$ cat src/rtl/simp_pipe_builtin_n.sv
// Two-stage unsigned vector adder: a carry-save array of 3:2 compressors reduces
// INPUT_VEC_LEN operands to a registered sum/carry pair, then a built-in '+' resolves it.
module simp_pipe_builtin_n #(
  parameter int INPUT_VEC_LEN = 8,
  parameter int WIDTH         = 16
) (
  input  logic                                  clk,
  input  logic                                  rst_n,
  input  logic [INPUT_VEC_LEN-1:0][WIDTH-1:0]   in,
  output logic [WIDTH-1:0]                      s
);

  logic [WIDTH-1:0] red_sum;
  logic [WIDTH-1:0] red_carry;
  logic [WIDTH-1:0] sum_q;
  logic [WIDTH-1:0] carry_q;
  logic [WIDTH-1:0] s_q;
  logic [WIDTH-1:0] s_d;

  generate
    if (INPUT_VEC_LEN == 1) begin : g_single
      assign red_sum   = in[0];
      assign red_carry = '0;
    end else begin : g_csa
      // Node i holds the partial (sum, carry) after folding operands 0..i+1.
      logic [WIDTH-1:0] ps [INPUT_VEC_LEN-1];
      logic [WIDTH-1:0] pc [INPUT_VEC_LEN-1];

      assign ps[0] = in[0];
      assign pc[0] = in[1];

      for (genvar i = 0; i < INPUT_VEC_LEN - 2; i++) begin : g_fa
        logic [WIDTH-1:0] a;
        logic [WIDTH-1:0] b;
        logic [WIDTH-1:0] c;
        assign a = ps[i];
        assign b = pc[i];
        assign c = in[i+2];
        assign ps[i+1] = a ^ b ^ c;
        // Carry moves up one weight; the top carry-out falls off (mod 2^WIDTH).
        assign pc[i+1] = ((a & b) | (a & c) | (b & c)) << 1;
      end

      assign red_sum   = ps[INPUT_VEC_LEN-2];
      assign red_carry = pc[INPUT_VEC_LEN-2];
    end
  endgenerate

  assign s_d = sum_q + carry_q;

  always_ff @(posedge clk) begin
    if (!rst_n) begin
      sum_q   <= '0;
      carry_q <= '0;
      s_q     <= '0;
    end else begin
      sum_q   <= red_sum;
      carry_q <= red_carry;
      s_q     <= s_d;
    end
  end

  assign s = s_q;

endmodule

$ cat config.mk
export PLATFORM = sky130hd
export DESIGN_NAME = simp_pipe_builtin_n
export DESIGN_NICKNAME = d
export VERILOG_FILES = /design/src/rtl/simp_pipe_builtin_n.sv
export SDC_FILE = /design/constraint.sdc
export NUM_CORES = 1
export LEC_CHECK = 0
export CAP_MARGIN = 20
export CORE_ASPECT_RATIO = 0.6
export CORE_MARGIN = 4
export CORE_UTILIZATION = 45
export CTS_CLUSTER_SIZE = 24
export DETAILED_ROUTE_END_ITERATION = 16
export PLACE_DENSITY = 0.81
export SYNTH_ARGS = -nofsm -noshare
export SYNTH_HDL_FRONTEND = slang
export SYNTH_SLANG_ARGS = --single-unit
$ cat constraint.sdc
create_clock -name clk -period 5.5 [get_ports clk]
set_clock_uncertainty 0.05 [all_clocks]
set_input_delay 0.825 -clock clk [delete_from_list [all_inputs] [get_ports clk]]
set_output_delay 0.825 -clock clk [all_outputs]
set_load 0.1 [all_outputs]
==> results.toml, run 1 <==
[status]
status = "completed"

[worst_setup_path]
ff2ff_path_depth = 8
cpMostUsedCell = "fa_1"
r2r_slack_ns = 3.28
critPathArrivalTime_ns = 4.51
cp.depth = 12
critPathKind = "in -> reg"
max_stage_delay_ns = 0.50
crit_family = "adder cells"
crit_required_ns = 5.63
worstPathMaxFanout = 1
cp-end-kind = "flip-flop"
crit_buf_inv = 5
cp_slowest_cell = "fa_1"
critPathLaunchType = "input port"
cp_cell_sequence = "clkdlybuf4s50_1 > inv_1 > fa_1 > fa_1 > inv_1 > fa_1 > inv_1 > fa_1 > inv_1 > fa_1 > fa_1 > and2_1"

[clocking]
clock_sinks = 47
cts_tree = "built"
cts_buffer_depth = 2
cts_resized = 0
htree_levels = 2
postCtsSetupRepairBufs = 0
cts_buffers = 5
path_clk_slew_ns = 0.06
hold_buffers = 0
clockRootBuffer = "clkbuf_16"
clk_latency_ns = 0.28

[grt]
grt_use_total_pct = 16.7
antenna_found_initial = 0
grt_max_degree = 42
grt_first_pass_wirelength_um = 13900
overflow = 0
grt_pass1_vias = 3142

[logic_synthesis]
ys_warn_count = 0
syn-num-nets = 546
ys_types = 43
syn_avg_cell_area_um2 = 12.5
ys_ff_latch = 47
syn-cell-area_um2 = 3900
ys_seq_area_share_pct = 24.1
synthCells = 311

[layout]
fin_nets = 693
final_area_um2 = 5640
fillers = 577
synthToLayoutAreaGrowth_pct = 44.7
drive_gt1_share_pct = 3.92
fin_util_pct = 69.3
antennaDiodeCount = 0

[die]
num_rows = 25
die_h_um = 80.1
die_area_um2 = 10300
die_x_um = 128
ios = 146
start_util_pct = 47.9
core_um2 = 8130

[route]
drtAntennaViolNets = 0
drt-initial-drc-count = 142
drt-total-wl_um = 8260
drc = 0
wl_per_cell_um = 14.6
first_pass_iters = 4
via_count = 2832
routed_via_density = 4.99

[place]
routabilityCongestion = 0.817
hpwl_um = 7460
io_buffers = 145
placed_area_um2 = 5470

[run]
max_cap_violations = 0

[sta]
slew_headroom_pct = 35.2
report.final.slew_viol_count = 0
setup_viol = 0
timing.final.crit_share_pct = 79.7
worst_slew_pin_slew_ns = 0.969
final_hold_viol_count = 0
fin_tns_setup_ns = 0
min_period_ns = 4.39
rsz0062_at_grt = "no"
fmax_mhz = 228

[pwr]
max-vdd-ir-drop_uv = 224
p_leak_nw = 2.23
power_density_nw_per_um2 = 454

[worst_hold_path]
hp-class = "reg -> reg"
hold_depth = 1
-- state kept, by name (all words and copies together), names as in the netlist --
name,cells
sum_q,16
carry_q,15
s,16
-- report_power, final --
group          switching, W  internal (W)  total (W)
Clock              0.000127      0.000216   0.000343
Sequential        0.0000434      0.000488   0.000531
Combinational      0.000945      0.000741    0.00169
Total               0.00112       0.00144    0.00256
-- final timing paths --
kind | startpoint | endpoint
worst max-delay path | in[1] | sum_q[1]
worst max register to register | sum_q[1] | s[13]
worst min register to register | sum_q[0] | s[0]
worst min-delay path | sum_q[0] | s[0]
-- metal layers --
metal	up-vias	track usage, %	share of wire, %
met3	2	5.65	10
li1	1312	-	-
met1	1393	19.8	37
met2	125	30.9	52
met5	-	0	0
met4	0	1.27	0.097
-- final cells by class --
cell class	count	area (um^2)	area share, %
Clock inverter	3	46.3	0.821
Multi-Input combinational cell	239	2860	50.7
Timing Repair Buffer	146	1460	25.9
Tap cell	108	135	2.40
Clock buffer	5	125	2.22
Sequential cell	47	941	16.7
Inverter	19	71.3	1.26
-- placed cells by master (no fill, tap or decap), types with 2 or more instances in the layout --
| cell | count |
|---|---|
| a211oi_1 | 2 |
| xnor2_1 | 9 |
| a21o_1 | 3 |
| a31oi_1 | 2 |
| xor2_1 | 6 |
| and2_1 | 32 |
| mux2i_1 | 2 |
| nor3_1 | 9 |
| nand3_1 | 3 |
| ha_1 | 19 |
| a211o_1 | 2 |
| a21oi_1 | 7 |
| a211oi_2 | 2 |
| clkbuf_16 | 5 |
| o21a_1 | 6 |
| dfxtp_1 | 47 |
| fa_1 | 86 |
| o21ai_0 | 4 |
| nand2b_1 | 2 |
| nor3b_2 | 2 |
| clkdlybuf4s50_1 | 145 |
| nor2_1 | 11 |
| inv_1 | 19 |
| nand2_1 | 11 |
-- Yosys cell counts --
master / count / share of area, %
a2111o_1: 1 / 0.29
a2111oi_0: 1 / 0.22
a2111oi_4: 1 / 0.71
a211o_1: 2 / 0.45
a211oi_1: 2 / 0.39
a211oi_2: 2 / 0.64
a21o_1: 3 / 0.58
a21o_2: 1 / 0.22
a21oi_1: 7 / 0.90
a31oi_1: 2 / 0.32
and2_1: 32 / 5.1
and2b_1: 1 / 0.19
and3b_1: 1 / 0.22
and4_1: 1 / 0.22
clkbuf_1: 5 / 0.48
clkbuf_2: 1 / 0.13
dfxtp_1: 47 / 24
fa_1: 86 / 44
ha_1: 19 / 6.1
inv_1: 19 / 1.8
mux2i_1: 2 / 0.51
nand2_1: 11 / 1.1
nand2b_1: 2 / 0.32
nand3_1: 3 / 0.39
nand4_1: 1 / 0.16
nor2_1: 11 / 1.1
nor2b_1: 1 / 0.16
nor3_1: 9 / 1.2
nor3b_2: 2 / 0.64
nor4_2: 1 / 0.32
o211a_1: 1 / 0.26
o211ai_1: 1 / 0.19
o21a_1: 6 / 1.2
o21ai_0: 4 / 0.51
o21ai_1: 1 / 0.13
o21ai_2: 1 / 0.22
o21bai_1: 1 / 0.19
o311ai_1: 1 / 0.22
o31a_1: 1 / 0.22
o31ai_1: 1 / 0.19
or2_2: 1 / 0.16
xnor2_1: 9 / 2.0
xor2_1: 6 / 1.3
-- through the flow --
| step | instances | total power, W | hold WS (ns) | setup WS [ns] |
|---|---|---|---|---|
| global placement | 559 | 0.00219 | 0.367 | 0.891 |
| floorplan | 311 | 0.00181 | 0.362 | 1.43 |
| global route | 567 | 0.00283 | 0.468 | 1.04 |
| CTS | 567 | 0.00260 | 0.470 | 1.12 |
| finish | 567 | 0.00256 | 0.471 | 1.11 |
| detailed placement | 559 | 0.00225 | 0.415 | 0.839 |
-- cells by family after synthesis --
kind of cell	after synthesis	share of synthesized area (%)
fa+ha+maj	105	50.3
buf+inv	25	2.44
flops	47	24.1
xor+xnor	15	3.37
mux	2	0.514
simple gates	77	11.2
compound gates	40	8.03
(Power assumes the default switching activity.)
==> inputs of run 2 (changes only) <==
--- a/config.mk
+++ b/config.mk
@@ -8,10 +8,10 @@
 export CAP_MARGIN = 20
 export CORE_ASPECT_RATIO = 0.6
 export CORE_MARGIN = 4
-export CORE_UTILIZATION = 45
+export CORE_UTILIZATION = 41
 export CTS_CLUSTER_SIZE = 24
 export DETAILED_ROUTE_END_ITERATION = 16
-export PLACE_DENSITY = 0.81
+export PLACE_DENSITY = 0.78
 export SYNTH_ARGS = -nofsm -noshare
 export SYNTH_HDL_FRONTEND = slang
 export SYNTH_SLANG_ARGS = --single-unit
==> constraint.sdc (replaced) <==
create_clock -name clk -period 3.95 [get_ports clk]
set_clock_uncertainty 0.05 [all_clocks]
set_input_delay 0.5925 -clock clk [delete_from_list [all_inputs] [get_ports clk]]
set_output_delay 0.5925 -clock clk [all_outputs]
set_load 0.1 [all_outputs]
==> results.toml, run 2 (synthesized netlist as in run 1, its figures left out) <==
[layout]
final_area_um2 = 5770
synthToLayoutAreaGrowth_pct = 48.1
drive_gt1_share_pct = 8.50
antennaDiodeCount = 0
final_common_cell = "clkdlybuf4s50_1"
mostFrequentLayoutCells = "clkdlybuf4s50_1, fa_1, dfxtp_1"
fin_nets = 693
final_cells = 589

[die]
die_area_um2 = 11200
ios = 146
core_um2 = 9220
die_x_um = 134
num_rows = 27
start_util_pct = 42.2
die_h_um = 83.5

[worst_setup_path]
r2r_slack_ns = 1.73
ff2ff_path_depth = 8
critPathKind = "in -> reg"
worstPathMaxFanout = 1
critPathArrivalTime_ns = 4.06
critPathLaunchType = "input port"
crit_required_ns = 4.08
cp-end-kind = "flip-flop"

[route]
first_pass_iters = 4
wl_per_cell_um = 13.8
drtAntennaViolNets = 0
drt-total-wl_um = 8150
routed_via_density = 4.69
drt-initial-drc-count = 104
drc = 0
via_count = 2761

[worst_hold_path]
hold_depth = 1
hp-class = "reg -> reg"

[grt]
grt_use_total_pct = 15.4
grt_pass1_vias = 3085
grt_max_degree = 42
overflow = 0
antenna_found_initial = 0
grt_first_pass_wirelength_um = 13900

[sta]
fin_tns_setup_ns = 0
timing.final.crit_share_pct = 99.3
min_period_ns = 3.92
slew_headroom_pct = 33.2
worst_slew_pin_slew_ns = 0.999
setup_viol = 0
worst_slack_ns = 0.0280
report.final.slew_viol_count = 0
final_hold_viol_count = 0
fmax_mhz = 255
rsz0062_at_grt = "yes"

[clocking]
clockRootBuffer = "clkbuf_16"
path_clk_slew_ns = 0.06
htree_levels = 2
clk_latency_ns = 0.29
hold_buffers = 0
cts_buffers = 5
cts_buffer_depth = 2
cts_tree = "built"
clock_sinks = 47

[pwr]
p_leak_nw = 2.49
power_density_nw_per_um2 = 623
max-vdd-ir-drop_uv = 323

[place]
place_inst = 581
dp_slack_ns = -0.475
placed_area_um2 = 5490
routabilityCongestion = 0.771
io_buffers = 145
hpwl_um = 7350

[run]
max_cap_violations = 0

[status]
status = "completed"
## run 2: cell count changes in the layout (fill, tap and decap cells not counted), sizes merged
cell / before / now
clkdlybuf4s50: 145 / 108
dlymetal6s2s: 0 / 29
dlygate4sd2: 0 / 5
buf: 1 / 3
clkbuf: 5 / 6
clkdlybuf4s15: 0 / 1
clkinv: 0 / 1
clkinvlp: 1 / 0
inv: 20 / 19
## run 2: worst max-delay path, cell delays in order
cell,delay [ns]
clkdlybuf4s50_1,0.44
fa_2,0.58
fa_1,0.43
fa_1,0.52
fa_1,0.43
fa_1,0.51
fa_1,0.40
and2_1,0.16
## run 2: where the power goes
| group | leakage, nW | internal, W | total, W | switching [W] |
|---|---|---|---|---|
| combinational | 2.02 | 0.00105 | 0.00238 | 0.00133 |
| sequential | 0.391 | 0.000679 | 0.000740 | 0.0000601 |
| clock | 0.0868 | 0.000314 | 0.000481 | 0.000167 |
| total | 2.49 | 0.00204 | 0.00360 | 0.00156 |
## run 2: final cells by class
class / instances / area [um^2]
Clock inverter: 2 / 35.0
Clock buffer: 6 / 139
Sequential cell: 47 / 941
Timing Repair Buffer: 146 / 1520
Fill cell: 725 / 3450
Tap cell: 130 / 163
Inverter: 19 / 71.3
Multi-Input combinational cell: 239 / 2910
## run 2: repair_timing
item,CTS,global route
gates resized for setup,18,44
setup buffers,0,0
pin swaps,16,59
setup endpoints to repair,8,15
cloned,0,0
## run 2: layer usage
| layer | part of all wire, % | track usage, % | routed length [um] | vias up |
|---|---|---|---|---|
| li1 | - | - | - | 1314 |
| met1 | 38 | 18.8 | 3100 | 1333 |
| met2 | 51 | 26.1 | 4180 | 106 |
| met3 | 9.9 | 5.96 | 803 | 8 |
| met4 | 0.88 | 3.36 | 72 | 0 |
| met5 | 0 | 0 | 0 | - |
## run 2: path summary, 6_finish.rpt
kind | start | endpoint
worst max-delay path | in[7] | sum_q[7]
worst min register to register | sum_q[0] | s[0]
worst min-delay path | sum_q[0] | s[0]
worst max register to register | sum_q[1] | s[13]
## run 2: through the flow
step / total power [W] / hold slack (ns) / utilization [%]
floorplan: 0.00252 / 0.362 / -
global placement: 0.00306 / 0.368 / 59.6
detailed placement: 0.00314 / 0.378 / 59.6
CTS: 0.00364 / 0.392 / 61.4
global route: 0.00398 / 0.412 / 62.6
finish: 0.00360 / 0.389 / 62.6
==> inputs of run 3 (changes only) <==
--- a/config.mk
+++ b/config.mk
@@ -6,12 +6,14 @@
 export NUM_CORES = 1
 export LEC_CHECK = 0
 export CAP_MARGIN = 20
+export CELL_PAD_IN_SITES_DETAIL_PLACEMENT = 0
+export CELL_PAD_IN_SITES_GLOBAL_PLACEMENT = 2
 export CORE_ASPECT_RATIO = 0.6
 export CORE_MARGIN = 4
-export CORE_UTILIZATION = 41
+export CORE_UTILIZATION = 26
 export CTS_CLUSTER_SIZE = 24
 export DETAILED_ROUTE_END_ITERATION = 16
-export PLACE_DENSITY = 0.78
+export PLACE_DENSITY_LB_ADDON = 0.1
 export SYNTH_ARGS = -nofsm -noshare
 export SYNTH_HDL_FRONTEND = slang
 export SYNTH_SLANG_ARGS = --single-unit
==> results.toml, run 3 (synthesized netlist as in run 1, its figures left out) <==
[worst_setup_path]
r2r_start = "sum_q[1]"
r2r_slack_ns = 1.66
worstPathMaxFanout = 1
critPathArrivalTime_ns = 3.99
endpoint = "sum_q[13]"
critPathKind = "in -> reg"
ff2ff_path_depth = 8
critPathLaunchType = "input port"
rr_endpoint = "s[15]"
cp-end-kind = "flip-flop"
cp-startpoint = "in[13]"
crit_required_ns = 4.08

[place]
routabilityCongestion = 0.761
hpwl_um = 8440
io_buffers = 145
place_inst = 649

[route]
first_pass_iters = 4
drc = 0
routed_via_density = 4.00
via_count = 2627
drt-initial-drc-count = 67
drtAntennaViolNets = 0
wl_per_cell_um = 14.2
drt-total-wl_um = 9300

[sta]
final_hold_viol_count = 0
slew_headroom_pct = 33.6
min_period_ns = 3.86
setup_viol = 0
fmax_mhz = 259
worst_slew_pin_slew_ns = 0.993
rsz0062_at_grt = "yes"
report.final.slew_viol_count = 0
timing.final.crit_share_pct = 97.8

[pwr]
intPower_w = 0.00202
combPwrFrac_pct = 68.9
power_density_nw_per_um2 = 631
max-vdd-ir-drop_uv = 400
swShare_pct = 45.1
p_leak_nw = 2.49
pwr-share-clk_pct = 10.9
seqPwrFrac_pct = 20.2
p_total_w = 0.00368
power_switching_w = 0.00166

[grt]
grt_use_total_pct = 10.7
antenna_found_initial = 1
grt_max_degree = 42
overflow = 0
grt_pass1_vias = 2929
grt_first_pass_wirelength_um = 14800

[clocking]
clk_latency_ns = 0.28
hold_buffers = 0
clock_sinks = 47
postCtsSetupRepairBufs = 0
htree_levels = 2
path_clk_slew_ns = 0.06
cts_buffers = 5
cts_tree = "built"
clockRootBuffer = "clkbuf_16"
cts_buffer_depth = 2

[layout]
synthToLayoutAreaGrowth_pct = 49.7
mostFrequentLayoutCells = "clkdlybuf4s50_1, fa_1, dfxtp_1"
final_cells = 657
drive_gt1_share_pct = 9.59
fin_nets = 693
antennaDiodeCount = 0
final_common_cell = "clkdlybuf4s50_1"
fillers = 1416

[die]
start_util_pct = 26.7
core_um2 = 14600
num_rows = 34
die_x_um = 166
ios = 146
die_area_um2 = 17100
die_h_um = 103

[run]
max_cap_violations = 0

[worst_hold_path]
hp-class = "reg -> reg"

[status]
status = "completed"
## run 3: worst min-delay path by stage
stage | end | depth (start not counted) | from | slack, ns
6_report | s[0] | 1 | sum_q[0] | 0.39
5_1_grt | s[0] | 1 | sum_q[0] | 0.43
4_1_cts | s[0] | 1 | sum_q[0] | 0.40
3_5_place_dp | s[0] | 1 | sum_q[0] | 0.38
3_3_place_gp | s[0] | 1 | sum_q[0] | 0.37
2_1_floorplan | s[0] | 1 | sum_q[0] | 0.36
## run 3: area by class of cell
class,instances,area (um^2),share of cell area [%]
Multi-Input combinational cell,239,2920,50.1
Timing Repair Buffer,146,1510,25.9
Tap cell,198,248,4.25
Inverter,19,71.3,1.22
Clock buffer,6,129,2.21
Sequential cell,47,941,16.1
Clock inverter,2,12.5,0.215
## run 3: timing repair
item,in CTS,in global routing
pin swaps,27,63
resized for setup,22,52
endpoints found under the setup margin,6,18
## run 3: per-stage QoR
| stage | hold slack, ns | instance area (um^2) | worst slack [ns] | util (%) | setup TNS [ns] |
|---|---|---|---|---|---|
| final | 0.389 | 5830 | 0.0872 | 40.0 | 0 |
| after global routing | 0.428 | 5830 | -0.0237 | 40.0 | -0.0237 |
| after CTS | 0.397 | 5700 | -0.00283 | 39.1 | -0.00283 |
| after detailed placement | 0.378 | 5580 | -0.500 | 38.2 | -7.88 |
| after global placement | 0.368 | 5580 | -0.446 | 38.2 | -7.30 |
| after floorplan | 0.362 | 3900 | 0.111 | - | 0 |
## run 3: per-layer routing
layer,GRT usage [%],part of all wire [%],vias up
met5,0,0.086,-
met4,1.33,0.39,2
met3,4.83,10,4
met2,13.9,36,90
met1,16.5,54,1222
li1,-,-,1309
## run 3: power by group through the flow
stage / Sequential (W) / Combinational, W / Clock [W]
after floorplan: 0.00114 / 0.00138 / 0
after global placement: 0.000749 / 0.00250 / 0
after detailed placement: 0.000755 / 0.00251 / 0
after CTS: 0.000747 / 0.00254 / 0.000418
after global routing: 0.000764 / 0.00290 / 0.000440
final: 0.000744 / 0.00253 / 0.000401
## run 3: critical path: stages
cell and delay (ns):
dlygate4sd2_1 0.25, fa_2 0.58, fa_2 0.45, fa_2 0.57, fa_2 0.45, fa_2 0.54, fa_1 0.40, and2_1 0.16
